==> src/rtl/fifo_arb_pkg.sv <==
// Shared types and sizing helpers for the FIFO write-port arbiter.
package fifo_arb_pkg;

  typedef enum logic {
    IDLE = 1'b0,
    XFER = 1'b1
  } state_e;

  // Beat counter must be able to hold MAX_BEATS itself.
  function automatic int beat_cnt_w(input int max_beats);
    return $clog2(max_beats + 1);
  endfunction

endpackage

==> src/rtl/rr_pick.sv <==
// Combinational round-robin picker: first set request at or above ptr, wrapping to 0.
module rr_pick #(
  parameter int N_REQ = 4,
  parameter int PTR_W = $clog2(N_REQ)
) (
  input  logic [N_REQ-1:0] req,
  input  logic [PTR_W-1:0] ptr,
  output logic [N_REQ-1:0] pick,
  output logic             any
);

  logic [N_REQ-1:0] hi_mask;
  logic [N_REQ-1:0] masked;
  logic [N_REQ-1:0] sel;

  always_comb begin
    for (int i = 0; i < N_REQ; i++) begin
      hi_mask[i] = (PTR_W'(i) >= ptr);
    end
  end

  // Prefer requests at or above ptr; fall back to the full set for wrap-around.
  assign masked = req & hi_mask;
  assign sel    = (|masked) ? masked : req;
  assign pick   = sel & (-sel);
  assign any    = |req;

endmodule

==> src/rtl/fifo_write_arbiter.sv <==
// Packet-aware round-robin arbiter sharing one FIFO write port among N_REQ requesters.
module fifo_write_arbiter
  import fifo_arb_pkg::*;
#(
  parameter int N_REQ     = 4,
  parameter int DATA_W    = 8,
  parameter int MAX_BEATS = 16
) (
  input  logic                    clk,
  input  logic                    rst,
  input  logic [N_REQ-1:0]        req_valid,
  input  logic [N_REQ-1:0]        req_last,
  input  logic [N_REQ*DATA_W-1:0] req_data,
  output logic [N_REQ-1:0]        req_ready,
  input  logic                    wfull,
  output logic                    winc,
  output logic [DATA_W-1:0]       wdata,
  output logic [N_REQ-1:0]        gnt,
  output logic                    busy,
  output logic                    pkt_err
);

  localparam int                PTR_W    = $clog2(N_REQ);
  localparam int                CNT_W    = beat_cnt_w(MAX_BEATS);
  localparam logic [PTR_W-1:0]  LAST_IDX = PTR_W'(N_REQ - 1);
  localparam logic [CNT_W-1:0]  CNT_MAX  = CNT_W'(MAX_BEATS);

  state_e           state, state_nxt;
  logic [N_REQ-1:0] gnt_nxt, pick;
  logic [PTR_W-1:0] ptr, ptr_nxt, g_idx, ptr_after;
  logic [CNT_W-1:0] cnt, cnt_nxt, cnt_inc;
  logic             any, accept, last, err_nxt;

  rr_pick #(
    .N_REQ (N_REQ),
    .PTR_W (PTR_W)
  ) u_pick (
    .req  (req_valid),
    .ptr  (ptr),
    .pick (pick),
    .any  (any)
  );

  // gnt is zero outside XFER, so the write side is naturally quiet in IDLE and during reset.
  assign req_ready = gnt & req_valid & {N_REQ{~wfull}};
  assign accept    = |req_ready;
  assign winc      = accept;
  assign last      = |(gnt & req_last);
  assign busy      = (state == XFER);
  assign cnt_inc   = cnt + CNT_W'(1);
  assign ptr_after = (g_idx == LAST_IDX) ? '0 : g_idx + PTR_W'(1);

  always_comb begin
    wdata = '0;
    g_idx = '0;
    for (int i = 0; i < N_REQ; i++) begin
      if (gnt[i]) begin
        wdata = req_data[i*DATA_W +: DATA_W];
        g_idx = PTR_W'(i);
      end
    end
  end

  always_comb begin
    // NOTE: every output gets a default first so no path can infer a latch.
    state_nxt = state;
    gnt_nxt   = gnt;
    ptr_nxt   = ptr;
    cnt_nxt   = cnt;
    err_nxt   = 1'b0;
    unique case (state)
      IDLE: begin
        gnt_nxt = '0;
        if (any) begin
          gnt_nxt   = pick;
          cnt_nxt   = '0;
          state_nxt = XFER;
        end
      end
      XFER: begin
        if (accept) begin
          cnt_nxt = cnt_inc;
          if (last || cnt_inc == CNT_MAX) begin
            err_nxt   = ~last;
            ptr_nxt   = ptr_after;
            gnt_nxt   = '0;
            state_nxt = IDLE;
          end
        end
      end
      default: state_nxt = IDLE;
    endcase
  end

  always_ff @(posedge clk or negedge rst) begin
    if (!rst) begin
      state   <= IDLE;
      gnt     <= '0;
      ptr     <= '0;
      cnt     <= '0;
      pkt_err <= 1'b0;
    end else begin
      // NOTE: non-blocking updates so every register samples pre-edge values.
      state   <= state_nxt;
      gnt     <= gnt_nxt;
      ptr     <= ptr_nxt;
      cnt     <= cnt_nxt;
      pkt_err <= err_nxt;
    end
  end

endmodule

==> config.mk <==
export PLATFORM = sky130hd
export DESIGN_NAME = fifo_write_arbiter
export DESIGN_NICKNAME = d
export VERILOG_FILES = /design/src/rtl/fifo_arb_pkg.sv /design/src/rtl/rr_pick.sv /design/src/rtl/fifo_write_arbiter.sv
export SDC_FILE = /design/constraint.sdc
export NUM_CORES = 1
export LEC_CHECK = 0
export ABC_AREA = 1
export ABC_CLOCK_PERIOD_IN_PS = 3600
export BUFFER_PORTS_ARGS = -buffer_cell sky130_fd_sc_hd__buf_2
export CORE_ASPECT_RATIO = 1.75
export CORE_MARGIN = 8
export CORE_UTILIZATION = 42
export CTS_CLUSTER_DIAMETER = 60
export DETAILED_ROUTE_END_ITERATION = 16
export HOLD_SLACK_MARGIN = 0.12
export PLACE_DENSITY = 0.78
export SLEW_MARGIN = 15
export SYNTH_ARGS = -nofsm -noshare
export SYNTH_HDL_FRONTEND = slang
export SYNTH_SLANG_ARGS = --single-unit
export TNS_END_PERCENT = 10
==> constraint.sdc <==
create_clock -name clk -period 3.6 [get_ports clk]
set_input_delay 0.72 -clock clk [delete_from_list [all_inputs] [get_ports clk]]
set_output_delay 0.72 -clock clk [all_outputs]
set_load 0.02 [all_outputs]
# [After elaboration in Yosys (flattened, before gate mapping)]
# Index checks and enable logic that the tools add are counted.
[classes] bitwise=8 div=0 n_lt_le_gt_ge=4 multipliers=0 n_eq_ne=5 n_shift=0 n_mux=23 n_reduce_logical=8 addsub=3
[ops] cell="8-bit two-way mux" n=4
[ops] cell="4-bit AND" n=5
[ops] cell="4-bit two-way mux" n=4
[ops] cell="4-bit OR reduction" n=4
[ops] cell="5-bit two-way mux" n=2
[ops] cell="5-bit one-hot mux with 2 select lines" n=1
[ops] cell="4-bit one-hot mux with 2 select lines" n=1
[ops] cell="1-bit two-way mux" n=7
[ops] cell="2-bit two-way mux" n=3
[ops] cell="5-bit by 1-bit adder with 5-bit output, second input constant" n=1
[ops] cell="5-bit == test, second input constant" n=1
[ops] cell="1-bit by 2-bit >= comparator with 1-bit output, first input constant" n=2
[ops] cell="2-bit >= comparator, first input constant" n=2
[ops] cell="2-bit != test, second input constant" n=2
[ops] cell="4-bit negator" n=1
[ops] cell="2-bit AND reduction" n=2
[ops] cell="1-bit NOT" n=3
[ops] cell="3-bit AND reduction" n=1
[ops] cell="2-bit by 1-bit adder with 2-bit output, second input constant" n=1
[ops] cell="2-bit == test, second input constant" n=1
[ops] cell="2-bit by 1-bit != test with 1-bit output, second input constant" n=1
[ops] cell="1-bit one-hot mux with 2 select lines" n=1
[ops] cell="1-bit logical OR" n=1
[word_totals] latchBits=0 memories=0 ramBits=0 ff_bits=13 wordCells=56 out_inout_bits=19 romBits=0 inputBits=43

# [Depth between registers and ports, before layout]
[depth] depth_word=8 depth_mapped=9 ltp_nobuf=9

# [By module]
# From an unflattened synthesis, not the netlist that was laid out.
[hier_totals] cells_unflattened=169 hier_area_um2=1051.0
[by_module_without_submodules] module="fifo_write_arbiter" cells_per_inst=145 area_each_um2=948.4 seq_area_each_um2=325.3 n_inst=1
[by_module_without_submodules] module="rr_pick" cells_per_inst=24 area_each_um2=102.6 seq_area_each_um2=0.0 n_inst=1

# [Least setup slack after synthesis]
# Ideal clock, no wire load.
[synth_timing] path_type="reg-to-output" start="reg gnt[2]" end="out wdata[0]" path_slack_ns=1.655 path_stages_with_launch=6 arrival_ns=1.225 n_path_buf=0 required_ns=2.880 path_cell_list="dfrtp_1 -> nor2_1 -> nand3_1 -> nand3_1 -> o21ai_0 -> inv_1"
[synth_between] elab_chain_len=2
[synth_rtl] item="start, declared" line="fifo_write_arbiter.sv:18" rtl="output logic [N_REQ-1:0] gnt,"
[synth_rtl] item="start signal, assigned" line="fifo_write_arbiter.sv:105" rtl="gnt <= gnt_nxt;"
[synth_rtl] item="8-bit two-way mux (2 in a row)" line="fifo_write_arbiter.sv:57" rtl="if (gnt[i]) begin"
[synth_rtl] item="end, declared" line="fifo_write_arbiter.sv:17" rtl="output logic [DATA_W-1:0] wdata,"
# Every way passes these cells.

# [Final worst setup path]
[layout_timing] start="reg gnt[2]" end="out wdata[5]"
# Same word-level chain as after synthesis.

==> run metrics <==
chip height=82.0 um; PortBufs=61; critical path cell sequence=nor2_1, nand3_1, nand3_1, o21ai_0, inv_1, buf_2; syn avg cell area=6.33 um^2; Final TNS setup=0 ns; remaining antenna violation count after routing=0; relative slew slack=0.676; Period Utilization, post-route=0.696; max_cap viols=0; CP arrival=1.78 ns; crit path capture=wdata[5]; fin util=0.575; cell row count=24; num ports=62; Setup Skew=0.00493 ns; Clock Path Buffers=2; routed wire length=3350 um; CTS Sinks=13; # fillers=267; Die ar.=4400 um^2; Core Area=2430 um^2; Syn-to-layout area delta=33.8%; Hold Path Class=input pin to asynchronous set/reset pin; Slew Viols, Final=0; Unique masters post-synth=21; clock transition at the registers of the reported paths=0.06 ns; # nets final=272; final hold violations=0; Peak VDD IR=0.000466 V; commonest non-fill, non-tap cell in the layout=buf_2; CP startpoint kind=flop; vias in the first global route=1328; Die X=53.7 um; CP Data Required Time=2.88 ns; pre-CTS setup slack=1.34 ns; 1st-iter DRT viols=40; post-route worst setup slack=1.10 ns; wire per inst=13.2 um; Warnings, synthesis=0; All-Layer GR Usage=0.156; vias per cell=5.15; largest net degree at the start of global routing=17; Period minus WS final=2.50 ns; WS Path Type=flop to primary output; most frequent cells in the layout=buf_2 (61), nand2_1 (50), nand3_1 (26); proportion of layout cells with a drive suffix above 1=0.335; Post-CTS Setup Inserts=0; Starting Density=0.430; insertion delay to the later sink of the worst-skew pair=0.24 ns; Worst-Margin Slew=0.484 ns; CP startpoint=gnt[2]; remaining global-route overflow=0; status=finished, final reports clean; PwrDens=803 nW/um^2; n_diodes=0; Yosys reg bits=13; CTS Root Cell=clkbuf_8; RSZ-0062 raised after global routing=false; Max Freq=399 MHz; Final setup viols=0; htree depth=1; sequential-to-total area share from yosys stat=0.311; DP HPWL=2720 um; dpl cell area=1350 um^2; drt pass-1 iters=4; syn nets=209; global-route wire length before repair=5420 um; final instance area=1400 um^2; r2r worst-path depth=9; leakage power=0.865 nW; total vias in the final route=1304; r2r endpoint=gnt[2]; Resize count post-CTS=0; critical path fanouts, max=16; Post-CTS Hold Fix Bufs=0; reg2reg setup slack=2.14 ns; CTS Buf Count=3; CTS tree=done; Post-Syn Instances=165; routability cong.=0.845; CP dominant cell by count=nand3_1; initial antenna violation count=0; Worst R2R Start=cnt[0]; Critical Path End Type=primary output; critical path's slowest cell=dfrtp_1; Netlist Area Pre-Place=1040 um^2; DRC viols=0; crit-path max cell delay=0.55 ns
-- worst max-delay path: cells and delay by family, from the launching register on --
family                 cells  cell delay, ns
and+or+nand+nor            3            0.68
DFF                        1            0.55
buffers and inverters      2            0.23
AOI/OAI and AO/OA          1            0.08
-- layer usage --
layer	routed length, um	part of all wire	global-route usage
met5	0	0	0
met4	31	0.0093	0.0609
met3	364	0.11	0.0399
met2	1770	0.53	0.298
met1	1180	0.35	0.148
-- metrics by stage --
stage	total power (W)	hold slack, ns	std cells
after floorplan	0.000799	0.424	165
after global placement	0.000983	0.518	249
after detailed placement	0.000996	0.529	249
after CTS	0.00113	0.357	253
after global routing	0.00124	0.373	253
final	0.00112	0.355	253
-- state kept, by name (all words and copies together), names as in the netlist --
name / count
ptr: 2
busy: 1
gnt: 4
cnt: 5
pkt_err: 1
-- logic make-up after synthesis --
family	count (synthesis)	share of synthesized area
compound gates	27	0.137
flops	13	0.311
buf+inv	25	0.108
fa+ha+maj	1	0.0120
simple gates	99	0.432
-- synth_stat cells --
| cell | instances | share of area |
|---|---|---|
| dfrtp_1 | 13 | 0.31 |
| clkbuf_8 | 1 | 0.013 |
| buf_6 | 1 | 0.011 |
| nand4_1 | 2 | 0.012 |
| inv_2 | 1 | 0.0036 |
| a21oi_1 | 9 | 0.043 |
| nand3_2 | 2 | 0.019 |
| o21ai_1 | 6 | 0.029 |
| nor2_4 | 2 | 0.022 |
| nand2_1 | 50 | 0.18 |
| a211oi_1 | 1 | 0.0072 |
| inv_1 | 21 | 0.075 |
| nor2_2 | 1 | 0.0060 |
| nand2_2 | 5 | 0.030 |
| buf_2 | 1 | 0.0048 |
| o21ai_0 | 9 | 0.043 |
| ha_1 | 1 | 0.012 |
| nand3_1 | 26 | 0.12 |
| a21oi_2 | 1 | 0.0084 |
| o22ai_1 | 1 | 0.0060 |
| nor2_1 | 11 | 0.040 |
-- worst min path at each step --
stage	endpoint	slack [ns]	cells after the start
2_1_floorplan	busy	0.42	0
3_3_place_gp	cnt[0]	0.52	1
4_1_cts	cnt[1]	0.36	1
3_5_place_dp	cnt[0]	0.53	1
6_report	cnt[1]	0.35	1
5_1_grt	gnt[0]	0.37	1
-- power by group --
| part | internal (W) | leakage [nW] | switching (W) |
|---|---|---|---|
| Combinational | 0.000243 | 0.675 | 0.000434 |
| Sequential | 0.000203 | 0.167 | 0.000112 |
| Clock | 0.0000782 | 0.0228 | 0.0000519 |
| Total | 0.000524 | 0.865 | 0.000598 |
-- final cells by class --
cell class	count	area [um^2]	area share
clock buffer	4	45.0	0.0322
inverter	22	82.6	0.0591
multi-input combinational	127	607	0.434
sequential	13	325	0.233
tap	26	32.5	0.0233
timing repair buffer	61	305	0.218
Power figures use the tool's default switching activity.
